File: src/rtl/fetch_if_id_stage.sv
// Instruction-fetch stage with IF/ID pipeline register for the COEN122 core.
// Issues req/ack fetches, latches {pc, instr}, and handles stall, flush and a one-entry hold buffer.
module fetch_if_id_stage #(
  parameter int              PC_W     = 32,
  parameter logic [PC_W-1:0] RESET_PC = '0,
  parameter int              PC_STEP  = 1
) (
  input  logic            clk,
  input  logic            rst,
  output logic            imem_req,
  output logic [PC_W-1:0] imem_addr,
  input  logic [31:0]     imem_rdata,
  input  logic            imem_ack,
  input  logic            stall_id,
  input  logic            redirect,
  input  logic [PC_W-1:0] redirect_pc,
  output logic            id_valid,
  output logic [PC_W-1:0] id_pc,
  output logic [31:0]     id_instr,
  output logic [3:0]      id_opcode,
  output logic [5:0]      id_rd,
  output logic [5:0]      id_rs,
  output logic [5:0]      id_rt,
  output logic [11:0]     id_imm12
);

  localparam logic [1:0] S_IDLE  = 2'd0;
  localparam logic [1:0] S_FETCH = 2'd1;
  localparam logic [1:0] S_HOLD  = 2'd2;
  localparam logic [1:0] S_DRAIN = 2'd3;

  logic [1:0]      state_q, state_d;
  logic [PC_W-1:0] fetch_addr_q, fetch_addr_d;
  logic [PC_W-1:0] target_q, target_d;
  logic [PC_W-1:0] buf_pc_q, buf_pc_d;
  logic [31:0]     buf_instr_q, buf_instr_d;
  logic            id_valid_q, id_valid_d;
  logic [PC_W-1:0] id_pc_q, id_pc_d;
  logic [31:0]     id_instr_q, id_instr_d;
  logic [PC_W-1:0] pc_inc;

  assign pc_inc = fetch_addr_q + PC_W'(PC_STEP);

  always_comb begin
    state_d      = state_q;
    fetch_addr_d = fetch_addr_q;
    target_d     = target_q;
    buf_pc_d     = buf_pc_q;
    buf_instr_d  = buf_instr_q;
    id_valid_d   = id_valid_q;
    id_pc_d      = id_pc_q;
    id_instr_d   = id_instr_q;
    case (state_q)
      S_IDLE: state_d = S_FETCH;
      S_FETCH: begin
        // Flush beats stall; an un-acked request must keep its address until it drains.
        if (redirect) begin
          id_valid_d = 1'b0;
          if (imem_ack) begin
            fetch_addr_d = redirect_pc;
          end else begin
            target_d = redirect_pc;
            state_d  = S_DRAIN;
          end
        end else if (imem_ack) begin
          fetch_addr_d = pc_inc;
          if (!stall_id) begin
            id_valid_d = 1'b1;
            id_pc_d    = fetch_addr_q;
            id_instr_d = imem_rdata;
          end else begin
            buf_pc_d    = fetch_addr_q;
            buf_instr_d = imem_rdata;
            state_d     = S_HOLD;
          end
        end else if (!stall_id) begin
          id_valid_d = 1'b0;
        end
      end
      S_HOLD: begin
        if (redirect) begin
          fetch_addr_d = redirect_pc;
          id_valid_d   = 1'b0;
          state_d      = S_FETCH;
        end else if (!stall_id) begin
          id_valid_d = 1'b1;
          id_pc_d    = buf_pc_q;
          id_instr_d = buf_instr_q;
          state_d    = S_FETCH;
        end
      end
      S_DRAIN: begin
        id_valid_d = 1'b0;
        if (imem_ack) begin
          fetch_addr_d = redirect ? redirect_pc : target_q;
          state_d      = S_FETCH;
        end else if (redirect) begin
          target_d = redirect_pc;
        end
      end
      default: state_d = S_IDLE;
    endcase
  end

  always_ff @(posedge clk) begin
    if (rst) begin
      state_q      <= S_IDLE;
      fetch_addr_q <= RESET_PC;
      target_q     <= '0;
      buf_pc_q     <= '0;
      buf_instr_q  <= '0;
      id_valid_q   <= 1'b0;
      id_pc_q      <= '0;
      id_instr_q   <= '0;
    end else begin
      state_q      <= state_d;
      fetch_addr_q <= fetch_addr_d;
      target_q     <= target_d;
      buf_pc_q     <= buf_pc_d;
      buf_instr_q  <= buf_instr_d;
      id_valid_q   <= id_valid_d;
      id_pc_q      <= id_pc_d;
      id_instr_q   <= id_instr_d;
    end
  end

  assign imem_req  = (state_q == S_FETCH) || (state_q == S_DRAIN);
  assign imem_addr = fetch_addr_q;
  assign id_valid  = id_valid_q;
  assign id_pc     = id_pc_q;
  assign id_instr  = id_instr_q;
  assign id_opcode = id_instr_q[31:28];
  assign id_rd     = id_instr_q[27:22];
  assign id_rs     = id_instr_q[21:16];
  assign id_rt     = id_instr_q[15:10];
  assign id_imm12  = id_instr_q[11:0];

endmodule

File: config.mk
export PLATFORM = sky130hd
export DESIGN_NAME = fetch_if_id_stage
export DESIGN_NICKNAME = d
export VERILOG_FILES = /design/src/rtl/fetch_if_id_stage.sv
export SDC_FILE = /design/constraint.sdc
export NUM_CORES = 1
export LEC_CHECK = 0
export ABC_CLOCK_PERIOD_IN_PS = 2450
export CAP_MARGIN = 40
export CORE_MARGIN = 2
export CORE_UTILIZATION = 51
export CTS_CLUSTER_SIZE = 12
export DETAILED_ROUTE_END_ITERATION = 16
export MAX_ROUTING_LAYER = met4
export PLACE_DENSITY = 0.8
export RECOVER_POWER = 50
export SETUP_SLACK_MARGIN = 0.1
export SLEW_MARGIN = 30
export SYNTH_ARGS = -nofsm -noshare
export SYNTH_HDL_FRONTEND = slang
export SYNTH_SLANG_ARGS = --single-unit
File: constraint.sdc
create_clock -name clk -period 2.45 [get_ports clk]
set_clock_uncertainty 0.15 [all_clocks]
set_input_delay 0.49 -clock clk [delete_from_list [all_inputs] [get_ports clk]]
set_output_delay 0.49 -clock clk [all_outputs]
set_load 0.05 [all_outputs]
After elaboration in Yosys (flattened, before gate mapping)
Index checks and enable logic that the tools add are counted.
Widths: inputs -> output; s select.
{ "totals": {"register_bits": 195, "in_bits": 69, "wordCells": 76, "output_inout_bits": 132} }
{ "op_classes": {"mux": 37, "n_eq_ne": 18, "bitwise_logic": 1, "n_addsub": 1, "reduce_logical": 11} }
{ "ops": {"columns": ["operator", "n"], "rows": [
  ["$mux 32", 19],
  ["$pmux 32 s2", 3],
  ["$pmux 32 s3", 1],
  ["$add 32x1->32 const B", 1],
  ["$ne 2x2->1 const B", 10],
  ["$mux 2", 7],
  ["$ne 3x3->1 const B", 4],
  ["$reduce_and 4->1", 3],
  ["$pmux 2 s4", 1],
  ["$reduce_and 6->1", 1],
  ["$mux 1", 5],
  ["$reduce_and 5->1", 1],
  ["$eq 2x2->1 const B", 2],
  ["$ne 4x4->1 const B", 1],
  ["$reduce_bool 2->1", 2],
  ["$pmux 1 s3", 1],
  ["$reduce_bool 3->1", 1],
  ["$eq 2x1->1 const B", 1],
  ["$logic_not 2->1", 1],
  ["$reduce_and 2->1", 1],
  ["$logic_or 1x1->1", 1],
  ["$not 1->1", 1]
]} }

Logic depth before layout (Yosys ltp)
{ "depth": {"word_depth": 4, "mapped_depth": 8} }

Worst setup path after synthesis
No wires, ideal clock.
{ "synth_timing": {"path_type": "register -> register", "startpoint": "register fetch_addr_q[1] (netlist: imem_addr[1])", "endpoint": "register fetch_addr_q[30] (netlist: imem_addr[30])", "setup_ns": 0.074, "arrival_ns": 2.285, "stages_incl_launch_ff": 7, "required_time_ns": 2.226, "path_buffers": 0, "setup_slack_ns": -0.060, "path_cell_list": "dfxtp_1 ha_1 nand3_1 nor4_2 nand2_1 or4_1 a31oi_1"} }
{ "synth_between": {"elab_chain_len": 4} }
{ "synth_rtl": {"columns": ["element", "line_no", "rtl"], "rows": [
  ["from (decl)", "33", "logic [PC_W-1:0] fetch_addr_q, fetch_addr_d;"],
  ["from (signal assigned)", "117", "fetch_addr_q <= fetch_addr_d;"],
  ["$add 32x1->32", "42", "assign pc_inc = fetch_addr_q + PC_W'(PC_STEP);"],
  ["$mux 32", "65", "end else if (imem_ack) begin"],
  ["$mux 32", "57", "if (redirect) begin"],
  ["$pmux 32 s3", "53", "case (state_q)"]
]} }
No other way between the ends. The select of a mux whose other input is x is not followed.
A chain may end at the register's enable or synchronous reset.

Final worst setup path
{ "layout_timing": {"startpoint": "register fetch_addr_q[1] (netlist: imem_addr[1])", "endpoint": "register fetch_addr_q[19] (netlist: imem_addr[19])"} }
Same word-level chain as after synthesis.

==> impl_metrics.csv <==
group,metric,value,unit
outcome,status,"finished clean",
global_route,grt_max_degree,84,
cells_and_area,multi_input_comb_area,4620,sq um
route,vias_per_cell,5.63,
cells_and_area,diodes,0,
placed_design,place.gp.congestion,0.932,
timing,fmaxAchievable,426,MHz
clock_network,cts_sinks,195,
synthesis,synth_cell_types,58,
cells_and_area,most-common-layout-cells,"nand2_1, dfxtp_1, clkdlybuf4s50_1, a21oi_1, nor2_1",
route,detail-route-antenna-nets,0,
timing,fin_crit,2350,ps
setup_path,start_kind,"flop",
clock_network,clock_latency,430,ps
global_route,grt-ovfl-total,0,
timing,slew_headroom,55.0,%
timing,drv_slew,0,
route,wire_per_inst,16.2,microns
pwr,p_per_area,633,nW/um^2
floorplan,ioPinCount,201,
timing,finalSetupTns,0,ps
clock_network,cts_setup_buffers,0,
floorplan,dieArea,19200,sq um
synthesis,synthesis.instances,1167,
global_route,grt_pass1_vias,7993,
timing,hold_viol_final,0,
worst_hold_path,hold_path_depth,2,
synthesis,yosysSeqAreaShare,42.3,%
pwr,vdd_drop_max,0.504,mV
job,maxCapViolations,0,
synthesis,synth_fp_nets,1237,
placed_design,portBuffers,200,
clock_network,cts_buffers,17,
route,drt-total-wl,25.1,mm
synthesis,ys_seq_elements,195,
synthesis,synthArstFlopShare,0,%
cells_and_area,areaGrowthSynthToFinish,29.1,%
cells_and_area,seq_area,3910,sq um
setup_path,critical_path_class,"reg2reg",
setup_path,cp.arrival,2560,ps
placed_design,hpwl,17.6,mm
pwr,leakage,4.56,nW
floorplan,die_w,139,microns
clock_network,path_clk_slew,70,ps
synthesis,synth_edf_count,0,
cells_and_area,nets,1377,
cells_and_area,drive_above_1_share,8.03,%
setup_path,path_max_fanout,7,
route,num_vias,8723,
setup_path,rr_worst_depth,6,
cells_and_area,layout_commonest_cell,"nand2_1",
clock_network,root_buffer,"clkbuf_16",
timing,finalSetupViolations,0,
route,post-route-drc-count,0,
setup_path,crit_path_end_kind,"flop",
synthesis,yosys_warnings,0,
global_route,grt_pass1_wl,40.2,mm
floorplan,core_area,17800,sq um
clock_network,cts_buffer_depth,2,
timing,rsz0062_at_grt,"yes",
clock_network,h-tree-depth,4,
synthesis,synthFlopType,"dfxtp_1",
route,first_iter_violations,671,
setup_path,cp.required,2660,ps
global_route,track_usage,26.1,%
clock_network,holdBufCountCts,0,
timing,worst_slew_pin_slew,675,ps
floorplan,start_util,51.7,%
clock_network,cts_tree,"built",
global_route,antenna_found_initial,0,
timing,hold_slack,301,ps
worst_hold_path,hold_class,"reg2reg",
timing,fin_crit_sh,95.9,%
synthesis,synth_area,9230,sq um
floorplan,num_rows,49,
floorplan,die_h,139,microns
synthesis,syn_avg_cell_area,7.91,sq um
cells_and_area,fillers,1532,
route,drt_pass1_iterations,5,
[critical path: stages (launching register included)]
cell and delay, ps:
dfxtp_1 330, buf_4 160, nand4_1 250, or4_1 670
o41ai_1 380, o211ai_1 170, a21oi_1 160
[stage by stage]
| stage | instances | setup slack [ps] | total power [mW] | area (sq um) | utilization [%] |
|---|---|---|---|---|---|
| after global placement | 1517 | -19.9 | 4.79 | 11500 | 64.5 |
| after detailed placement | 1517 | -87.1 | 4.81 | 11500 | 64.5 |
| after floorplan | 1167 | 80.7 | 4.30 | 9240 | - |
| final | 1549 | 99.9 | 7.54 | 11900 | 66.8 |
| after global routing | 1549 | 54.3 | 7.81 | 11900 | 66.8 |
| after CTS | 1549 | 105 | 7.60 | 12100 | 67.7 |
[cells in the mapped netlist (6+ instances only)]
cell      count  area, sq um
nand4_1       9         56.3
and3_1       10         62.6
nand2_1     233          875
o21ai_0      45          225
o211ai_1      8         60.1
buf_4        35          263
buf_1        14         52.6
buf_2        20          100
nor2_1      100          375
nor3_1        8         40.0
nand3_1      14         70.1
or4_1         6         45.0
nand2b_1      7         43.8
a21oi_1     134          671
a211oi_1     78          586
dfxtp_1     195         3900
inv_1         9         33.8
xnor2_1       7         61.3
clkbuf_1     74          278
mux2i_1      66          661
[where the power goes]
group	switching (mW)	internal, mW
Clock	1.26	1.58
Combinational	0.840	0.480
Sequential	0.102	3.28
Total	2.20	5.34
[routing by layer]
layer | track usage [%] | routed length, microns | vias to the layer above
met5 | - | 0 | -
met4 | 8.70 | 516 | 0
met3 | 6.06 | 1760 | 53
met2 | 41.2 | 12000 | 344
met1 | 33.1 | 10800 | 4012
li1 | - | - | 4314
[path summary, 6_finish.rpt]
check / startpoint / to / slack (ps)
worst max-delay path: imem_addr[1] / imem_addr[19] / 100
worst min-delay path: target_q[4] / target_q[4] / 300
worst max register to register: imem_addr[1] / imem_addr[19] / 100
worst min register to register: target_q[4] / target_q[4] / 300
[repair_timing]
item | 4_1_cts | 5_1_grt
gates resized for setup | 26 | 7
hold endpoints to repair | 0 | 0
setup endpoints to repair | 26 | 8
[cell type report]
type | count | share of cell area, %
Clock buffer | 20 | 3.83
Clock inverter | 12 | 1.22
Inverter | 9 | 0.284
Multi-Input combinational cell | 820 | 38.7
Sequential cell | 195 | 32.9
Tap cell | 229 | 2.40
Timing Repair Buffer | 264 | 20.7
[cells by family after synthesis]
| family | synth area share [%] |
|---|---|
| AOI/OAI and AO/OA | 21.2 |
| xor gates and xnor gates | 0.949 |
| adders and majority gates | 0.136 |
| buffers and inverters | 7.88 |
| DFF | 42.3 |
| muxes | 7.16 |
| and+or+nand+nor | 20.4 |
[registers in the layout, indices dropped and copies added, names as in the netlist]
name         count
buf_pc_q        32
target_q        32
id_instr        32
buf_instr_q     32
state_q          2
imem_addr       32
id_valid         1
id_pc           32
No activity file was read; power rests on OpenSTA's default activity.
